$ cat src/rtl/scope_frame_sequencer.sv
// Per-frame XY scope driver: snapshots 8 object positions, then blanks/moves/settles/draws each enabled object.
// Define SCOPE_FRAME_MARKER_EN to add a reference dot at the origin after object 7.
module scope_frame_sequencer #(
  parameter int SETTLE_CYCLES = 16,
  parameter int DWELL_CYCLES  = 64,
  parameter int GAP_CYCLES    = 256
) (
  input  logic        clock,
  input  logic        reset,
  input  logic        frame_enable,
  input  logic        pos_stable,
  input  logic [55:0] x_pos_flat,
  input  logic [47:0] y_pos_flat,
  input  logic [7:0]  obj_mask,
  output logic [7:0]  x_dac,
  output logic [7:0]  y_dac,
  output logic        z_blank,
  output logic        frame_start,
  output logic [2:0]  obj_index
);

  typedef enum logic [2:0] {
    IDLE,
    LOAD,
    MOVE,
    DRAW,
`ifdef SCOPE_FRAME_MARKER_EN
    MARK,
`endif
    GAP
  } state_t;

  localparam logic [15:0] SETTLE_LAST = 16'(SETTLE_CYCLES - 1);
  localparam logic [15:0] DWELL_LAST  = 16'(DWELL_CYCLES - 1);
  localparam logic [15:0] GAP_LAST    = 16'(GAP_CYCLES - 1);

  state_t      state, state_n;
  logic [15:0] cnt, cnt_n;
  logic [2:0]  idx_n, nidx;
  logic [7:0]  x_n, y_n;
  logic        advance;
  logic [6:0]  x_snap [8];
  logic [5:0]  y_snap [8];
  logic [7:0]  mask_snap;
`ifdef SCOPE_FRAME_MARKER_EN
  logic        mark_lit, mark_lit_n;
`endif

  always_ff @(posedge clock or posedge reset) begin
    if (reset) begin
      state     <= IDLE;
      cnt       <= '0;
      obj_index <= '0;
      x_dac     <= '0;
      y_dac     <= '0;
      mask_snap <= '0;
      for (int i = 0; i < 8; i++) begin
        x_snap[i] <= '0;
        y_snap[i] <= '0;
      end
`ifdef SCOPE_FRAME_MARKER_EN
      mark_lit  <= 1'b0;
`endif
    end else begin
      state     <= state_n;
      cnt       <= cnt_n;
      obj_index <= idx_n;
      x_dac     <= x_n;
      y_dac     <= y_n;
`ifdef SCOPE_FRAME_MARKER_EN
      mark_lit  <= mark_lit_n;
`endif
      // The bank is only ever sampled here, so a frame is immune to mid-frame writes.
      if (state == LOAD) begin
        mask_snap <= obj_mask;
        for (int i = 0; i < 8; i++) begin
          x_snap[i] <= x_pos_flat[i*7 +: 7];
          y_snap[i] <= y_pos_flat[i*6 +: 6];
        end
      end
    end
  end

  // frame_enable and pos_stable are plain levels: a frame starts on any cycle where
  // both are high while idle or at the end of GAP; there is no acknowledge back.
  always_comb begin
    state_n = state;
    cnt_n   = cnt;
    idx_n   = obj_index;
    x_n     = x_dac;
    y_n     = y_dac;
    advance = 1'b0;
    nidx    = obj_index + 3'd1;
`ifdef SCOPE_FRAME_MARKER_EN
    mark_lit_n = mark_lit;
`endif
    case (state)
      IDLE: begin
        if (frame_enable && pos_stable) state_n = LOAD;
      end
      LOAD: begin
        idx_n   = '0;
        cnt_n   = '0;
        state_n = MOVE;
        // Snapshot lands on this same edge, so object 0 comes straight from the inputs.
        if (obj_mask[0]) begin
          x_n = {x_pos_flat[6:0], 1'b0};
          y_n = {y_pos_flat[5:0], 2'b00};
        end
      end
      MOVE: begin
        if (!mask_snap[obj_index]) begin
          advance = 1'b1;
        end else if (cnt == SETTLE_LAST) begin
          cnt_n   = '0;
          state_n = DRAW;
        end else begin
          cnt_n = cnt + 16'd1;
        end
      end
      DRAW: begin
        if (cnt == DWELL_LAST) begin
          cnt_n   = '0;
          advance = 1'b1;
        end else begin
          cnt_n = cnt + 16'd1;
        end
      end
`ifdef SCOPE_FRAME_MARKER_EN
      MARK: begin
        if (!mark_lit) begin
          if (cnt == SETTLE_LAST) begin
            cnt_n      = '0;
            mark_lit_n = 1'b1;
          end else begin
            cnt_n = cnt + 16'd1;
          end
        end else if (cnt == DWELL_LAST) begin
          cnt_n      = '0;
          mark_lit_n = 1'b0;
          state_n    = GAP;
        end else begin
          cnt_n = cnt + 16'd1;
        end
      end
`endif
      GAP: begin
        if (cnt == GAP_LAST) begin
          cnt_n   = '0;
          state_n = (frame_enable && pos_stable) ? LOAD : IDLE;
        end else begin
          cnt_n = cnt + 16'd1;
        end
      end
      default: begin
        state_n = IDLE;
        cnt_n   = '0;
      end
    endcase

    // DACs move on the same edge that leaves DRAW, so the beam is already blanked.
    if (advance) begin
      if (obj_index != 3'd7) begin
        idx_n   = nidx;
        state_n = MOVE;
        if (mask_snap[nidx]) begin
          x_n = {x_snap[nidx], 1'b0};
          y_n = {y_snap[nidx], 2'b00};
        end
      end else begin
`ifdef SCOPE_FRAME_MARKER_EN
        state_n    = MARK;
        x_n        = '0;
        y_n        = '0;
        mark_lit_n = 1'b0;
`else
        state_n = GAP;
`endif
      end
    end
  end

`ifdef SCOPE_FRAME_MARKER_EN
  assign z_blank = !((state == DRAW) || ((state == MARK) && mark_lit));
`else
  assign z_blank = !(state == DRAW);
`endif
  assign frame_start = (state == LOAD);

endmodule
$ cat config.mk
export PLATFORM = sky130hd
export DESIGN_NAME = scope_frame_sequencer
export DESIGN_NICKNAME = d
export VERILOG_FILES = /design/src/rtl/scope_frame_sequencer.sv
export SDC_FILE = /design/constraint.sdc
export NUM_CORES = 1
export LEC_CHECK = 0
export ABC_AREA = 1
export BUFFER_PORTS_ARGS = -buffer_cell sky130_fd_sc_hd__buf_2
export CAP_MARGIN = 20
export CORE_MARGIN = 2
export CORE_UTILIZATION = 50
export CTS_CLUSTER_DIAMETER = 150
export CTS_CLUSTER_SIZE = 25
export DETAILED_ROUTE_END_ITERATION = 10
export HOLD_SLACK_MARGIN = 0.1
export PLACE_DENSITY = 0.73
export RECOVER_POWER = 100
export SLEW_MARGIN = 20
export SYNTH_ARGS = -nofsm -noshare
export SYNTH_HDL_FRONTEND = slang
export SYNTH_SLANG_ARGS = --single-unit
$ cat constraint.sdc
create_clock -name clock -period 7.3 [get_ports clock]
set_input_delay 1.46 -clock clock [delete_from_list [all_inputs] [get_ports clock]]
set_output_delay 1.46 -clock clock [all_outputs]
set_load 0.02 [all_outputs]
==> results.py, run 1 <==
metrics = {
    "outcome": {
        "status": "complete, but fails checks",
        "violations": "capacitance limit, slew limit",
    },
    "sta": {
        "finalCritPeriodShare_pct": 65.2,
        "finalMaxSlewViolations": 197,
        "final-setup-viol-count": 0,
        "clock_skew_ns": 0.00866,
        "tightestPinTransition_ns": 3.36,
        "max_slew_margin_pct": -126,
        "hold_viol": 0,
        "max_freq_ghz": 0.210,
        "whs_ns": 0.468,
        "post-route-min-period_ns": 4.76,
        "setup_tns_ns": 0,
        "fin_ws_ns": 2.54,
        "rsz0062_at_grt": "false",
    },
    "clocking": {
        "holdBufCountCts": 0,
        "cts_setup_buffers": 0,
        "cts_root_buf": "clkbuf_16",
        "worstSkewPairLatency_ns": 0.44,
        "clock_sinks": 150,
        "h-tree-depth": 4,
        "clockBufferDepth": 2,
        "numCtsBuffers": 17,
        "ctsResizeCount": 0,
        "path_clk_slew_ns": 0.06,
        "cts_tree": "built",
    },
    "route": {
        "drtIter0Drc": 616,
        "wl_per_cell_microns": 14.6,
        "totalWireLength_microns": 19800,
        "vias": 7163,
        "drc": 0,
        "drt-vias-per-instance": 5.28,
        "drt-pass1-iter-count": 5,
        "drtAntennaViolNets": 0,
    },
    "floorplan": {
        "fp-row-count": 45,
        "die_area_sq_um": 16500,
        "coreArea_sq_um": 15100,
        "fp.dieH_microns": 128,
        "die_w_microns": 128,
        "ioPinCount": 137,
        "initial_utilization_pct": 51.0,
    },
    "worst_setup_path": {
        "startpoint_type": "flip-flop",
        "cp_max_fo": 86,
        "r2r_start": "state[2]$_DFFE_PP0P_",
        "crit_start": "state[2]$_DFFE_PP0P_",
        "ff2ff_path_depth": 10,
        "reg2reg_slack_ns": 2.54,
        "critical_path.endpoint_type": "flip-flop",
        "critPathArrivalTime_ns": 5.13,
        "cp.required_ns": 7.67,
        "r2r_end": "state[1]$_DFFE_PP0P_",
        "worst-setup-path-type": "flip-flop to flip-flop",
        "crit_end": "state[1]$_DFFE_PP0P_",
    },
    "yosys": {
        "ys_warn_count": 0,
        "yosys.area_share.simple_pct": 34.7,
        "seq_area_frac_synth_pct": 48.6,
        "synth_fa_ha_area_share_pct": 0.486,
        "synthMuxAreaShare_pct": 0.583,
        "netlist_area_sq_um": 7720,
        "synth_top_family_by_area": "simple AND/OR/NAND/NOR gates",
        "syn_nets": 1169,
        "synthCells": 1050,
        "synth_xor_xnor_area_share_pct": 0.680,
        "synth_compound_area_share_pct": 8.39,
        "ys_types": 35,
        "syn_avg_cell_area_sq_um": 7.35,
        "synth_seq_cells": 150,
    },
    "global_routing": {
        "busiest_layer": "met2",
        "use_met2_pct": 37.3,
        "grt_overflow": 0,
        "grt_use_met1_pct": 37.1,
        "antenna_found_initial": 0,
        "first_global_vias": 6660,
        "grt_util_all_layers_pct": 25.3,
        "met3_usage_pct": 4.80,
        "grt_max_degree": 87,
        "grt_pass1_wl_microns": 32600,
    },
    "pwr": {
        "fin_total_pwr_uw": 4030,
        "ir_worst_vdd_uv": 242,
        "leakage_uw": 0.00473,
        "powerDensity_nw_per_um2": 450,
    },
    "placed_design": {
        "hpwl_microns": 13200,
        "portBuffers": 136,
        "pre_cts_ws_ns": 4.01,
        "routabilityCongestion": 0.879,
        "place_area_sq_um": 8440,
    },
    "cells_and_area": {
        "mostFrequentLayoutCell": "nand2_1",
        "post_route_cells_drive_above_1_share_pct": 14.2,
        "final_area_sq_um": 8960,
        "num-nets-final": 1274,
        "antenna_cells_inserted": 0,
        "area_growth_pct": 16.1,
        "layout_common_cells": "nand2_1 (496), dfrtp_1 (149), buf_2 (116), nand3_1 (103), o21ai_0 (79)",
    },
    "flow_run": {
        "max_cap_viol_count": 4,
    },
    "hold_path": {
        "hold_class": "flip-flop to flip-flop",
    },
}
## kinds of logic (layout without fill, tap and decap cells)
group                      count (synthesis)  in the layout
AOI/OAI and AO/OA                        115            115
adders and majority gates                  3              3
muxes                                      4              4
and+or+nand+nor                          648            648
xor gates and xnor gates                   6              6
buffers and inverters                    124            242
DFF                                      150            150
## final cells by class
class	count	area, sq um
Fill cell	1416	6180
Sequential cell	150	3750
Multi-Input combinational cell	776	3420
Timing Repair Buffer	142	697
Clock buffer	17	425
Inverter	68	256
Tap cell	188	235
Clock inverter	15	178
## where the power goes
| group | internal [uW] | switching (uW) |
|---|---|---|
| sequential | 1200 | 210 |
| clock | 517 | 388 |
| combinational | 530 | 1190 |
| total | 2250 | 1790 |
## stage by stage
| step | utilization, % | std cells |
|---|---|---|
| after global placement | 55.7 | 1324 |
| after CTS | 59.7 | 1356 |
| final | 59.2 | 1356 |
| after detailed placement | 55.7 | 1324 |
| after floorplan | - | 1050 |
| after global routing | 59.2 | 1356 |
## registers in the layout, summed over array words and instances, names as in the netlist
name,count
x_dac,8
x_snap,56
y_snap,48
y_dac,8
cnt,16
obj_index,3
state,3
mask_snap,8
## critical path, stage by stage, from the launching register on
cell and delay [ns]:
dfrtp_1 0.48, nor3_4 0.19, clkbuf_1 1.37, buf_4 0.83, inv_1 0.86, buf_4 0.55, nand2_1 0.14, nand3_1 0.08
nand2_1 0.07, nand2_1 0.05, nand2_1 0.05
## synthesized netlist by cell type, drive strengths merged
| cell type | count | share of area, % |
|---|---|---|
| inv | 68 | 3.3 |
| o22ai | 1 | 0.081 |
| clkbuf | 28 | 1.4 |
| nor3 | 3 | 0.63 |
| a211oi | 4 | 0.39 |
| a21oi | 3 | 0.19 |
| buf | 28 | 1.9 |
| nand3b | 2 | 0.19 |
| a31oi | 3 | 0.24 |
| nand4 | 8 | 0.73 |
| nor2 | 33 | 1.6 |
| nand3 | 104 | 7.0 |
| o211ai | 18 | 1.7 |
| mux2 | 4 | 0.58 |
| o21ai | 81 | 5.2 |
| dfrtp | 150 | 49 |
| o21bai | 3 | 0.29 |
| ha | 3 | 0.49 |
| xor2 | 5 | 0.57 |
| xnor2 | 1 | 0.11 |
| nand2 | 497 | 24 |
| and2 | 1 | 0.081 |
| o31ai | 2 | 0.19 |
## how the worst min path moves through the flow
stage	start	endpoint	slack (ns)	cells after the start
after global placement	x_snap[11]$_DFFE_PP0P_	x_snap[11]$_DFFE_PP0P_	0.45	2
after detailed placement	y_snap[5]$_DFFE_PP0P_	y_snap[5]$_DFFE_PP0P_	0.46	2
after floorplan	x_snap[10]$_DFFE_PP0P_	x_snap[10]$_DFFE_PP0P_	0.44	2
after global routing	x_snap[10]$_DFFE_PP0P_	x_snap[10]$_DFFE_PP0P_	0.49	2
after CTS	y_snap[27]$_DFFE_PP0P_	y_snap[27]$_DFFE_PP0P_	0.47	2
final	y_snap[16]$_DFFE_PP0P_	y_snap[16]$_DFFE_PP0P_	0.47	2
## metal layers
layer | part of all wire, % | vias to the layer above
li1 | - | 3551
met1 | 46 | 3307
met2 | 45 | 273
met3 | 6.6 | 32
met4 | 2.4 | 0
met5 | 0 | -
Note: power is estimated with default switching activity, not from simulation.
==> run 2, diff against run 1 <==
==> constraint.sdc (replaced) <==
create_clock -name clock -period 4.9 [get_ports clock]
set_input_delay 0.98 -clock clock [delete_from_list [all_inputs] [get_ports clock]]
set_output_delay 0.98 -clock clock [all_outputs]
set_load 0.02 [all_outputs]
==> run 2 against run 1 <==
The run still ends with capacitance limit, slew limit left. Clock power rose by 44%. Combinational power increased by 49%. Sequential share of layout area is 0.12 points lower. Worst setup slack got worse by 1.2 ns.
==> results.py, run 2 (synthesis results as in run 1) <==
metrics = {
    "outcome": {
        "status": "complete, but fails checks",
        "violations": "capacitance limit, slew limit",
    },
    "sta": {
        "max_freq_ghz": 0.282,
        "whs_ns": 0.471,
        "setup_tns_ns": 0,
        "final-setup-viol-count": 0,
        "post-route-min-period_ns": 3.55,
        "max_slew_margin_pct": -25.9,
        "tightestPinTransition_ns": 1.89,
        "rsz0062_at_grt": "false",
        "finalCritPeriodShare_pct": 72.4,
        "finalMaxSlewViolations": 193,
        "hold_viol": 0,
        "clock_skew_ns": 0.00612,
    },
    "worst_setup_path": {
        "cp_max_fo": 35,
        "critPathBufInv": 2,
        "startpoint_type": "flip-flop",
        "crit_path_top_delay_cell": "nor3_1",
        "crit_chain": "nor3_1 > buf_4 > clkbuf_1",
        "r2r_start": "obj_index[0]$_DFF_PP0_",
        "cp_slowest_stage_delay_ns": 0.94,
        "critPathArrivalTime_ns": 2.57,
        "cp.required_ns": 3.92,
        "path_depth": 3,
        "ff2ff_path_depth": 10,
        "critical_path.endpoint_type": "primary output",
        "reg2reg_slack_ns": 1.36,
        "path_delay_family": "simple AND/OR/NAND/NOR gates",
        "worst-setup-path-type": "flip-flop to primary output",
        "r2r_end": "cnt[13]$_DFFE_PP0P_",
    },
    "floorplan": {
        "die_area_sq_um": 16500,
        "fp-row-count": 45,
        "die_w_microns": 128,
        "coreArea_sq_um": 15100,
        "fp.dieH_microns": 128,
        "initial_utilization_pct": 51.0,
        "ioPinCount": 137,
    },
    "cells_and_area": {
        "mostFrequentLayoutCell": "nand2_1",
        "regMostFlops": "x_snap",
        "largest_reg_flops": 56,
        "reg_top3": "x_snap x56, y_snap x48, cnt x16",
        "fill_cells": 1455,
        "layout_common_cells": "nand2_1 (494), dfrtp_1 (149), buf_2 (117), nand3_1 (102), o21ai_0 (71)",
        "num-nets-final": 1274,
        "antenna_cells_inserted": 0,
        "multi_input_area_sq_um": 3440,
        "regArea_sq_um": 3750,
        "post_route_cells_drive_above_1_share_pct": 14.7,
        "final_area_sq_um": 8990,
        "area_growth_pct": 16.4,
    },
    "placed_design": {
        "hpwl_microns": 12900,
        "portBuffers": 136,
        "place_area_sq_um": 8450,
        "routabilityCongestion": 0.846,
    },
    "pwr": {
        "powerDensity_nw_per_um2": 665,
        "leakage_uw": 0.00473,
        "ir_worst_vdd_uv": 391,
    },
    "route": {
        "drt-vias-per-instance": 5.20,
        "wl_per_cell_microns": 14.2,
        "totalWireLength_microns": 19300,
        "drtIter0Drc": 670,
        "drt-pass1-iter-count": 5,
        "drc": 0,
        "drtAntennaViolNets": 0,
        "vias": 7053,
    },
    "hold_path": {
        "holdCritStartpoint": "y_snap[39]$_DFFE_PP0P_",
        "hold_class": "flip-flop to flip-flop",
        "hold_path_end": "y_snap[39]$_DFFE_PP0P_",
        "hold_path_depth": 2,
    },
    "clocking": {
        "worstSkewPairLatency_ns": 0.42,
        "path_clk_slew_ns": 0.06,
        "cts_setup_buffers": 0,
        "holdBufCountCts": 0,
        "clock_sinks": 150,
        "ctsResizeCount": 0,
        "cts_root_buf": "clkbuf_16",
        "clockBufferDepth": 2,
        "cts_tree": "built",
        "h-tree-depth": 4,
        "numCtsBuffers": 17,
    },
    "global_routing": {
        "antenna_found_initial": 0,
        "grt_pass1_wl_microns": 32500,
        "first_global_vias": 6659,
        "grt_overflow": 0,
        "grt_max_degree": 151,
        "grt_util_all_layers_pct": 24.9,
    },
    "flow_run": {
        "max_cap_viol_count": 2,
    },
}
[run 2: cell types whose count changed in the layout (fill, tap and decap cells not counted), sizes merged]
cell,previous run,this run
clkinv,0,3
clkbuf,38,44
buf,121,120
clkinvlp,4,5
inv,77,68
[run 2: cell type report]
type	instances	share of cell area, %
clock buffers	22	5.27
clock inverters	10	1.35
inverters	68	2.85
multi-input cells	776	38.3
flip-flops and latches	150	41.8
well taps	188	2.62
repair buffers	142	7.86
[run 2: report_power, final]
part	internal [uW]	switching, uW	total (uW)
sequential	1790	318	2100
combinational	814	1760	2570
clock	792	510	1300
[run 2: worst max path at each step]
stage,startpoint,endpoint
after floorplan,reset,cnt[0]$_DFFE_PP0P_
after global placement,obj_index[1]$_DFF_PP0_,x_dac[5]$_DFF_PP0_
after detailed placement,obj_index[1]$_DFF_PP0_,x_dac[5]$_DFF_PP0_
after CTS,state[2]$_DFFE_PP0P_,z_blank
after global routing,obj_index[0]$_DFF_PP0_,cnt[13]$_DFFE_PP0P_
final,state[2]$_DFFE_PP0P_,frame_start
[run 2: metal layers]
layer / global-route usage (%) / wire length, microns
met4: 7.43 / 305
met2: 38.4 / 8720
met5: 0 / 0
met3: 4.34 / 1090
met1: 36.1 / 9180
[run 2: through the flow]
| stage | cells | setup WS [ns] | utilization [%] | total power (uW) |
|---|---|---|---|---|
| floorplan | 1050 | 2.03 | - | 4020 |
| global placement | 1324 | 2.17 | 55.8 | 4620 |
| detailed placement | 1324 | 2.05 | 55.8 | 4690 |
| CTS | 1356 | 1.88 | 59.7 | 6010 |
| global route | 1356 | 0.906 | 59.4 | 6500 |
| finish | 1356 | 1.35 | 59.4 | 5980 |
[run 2: tightest hold or removal path, cell delays in order (launching register included)]
cell     delay, ns
dfrtp_1       0.34
nand2_1       0.05
nand2_1       0.05
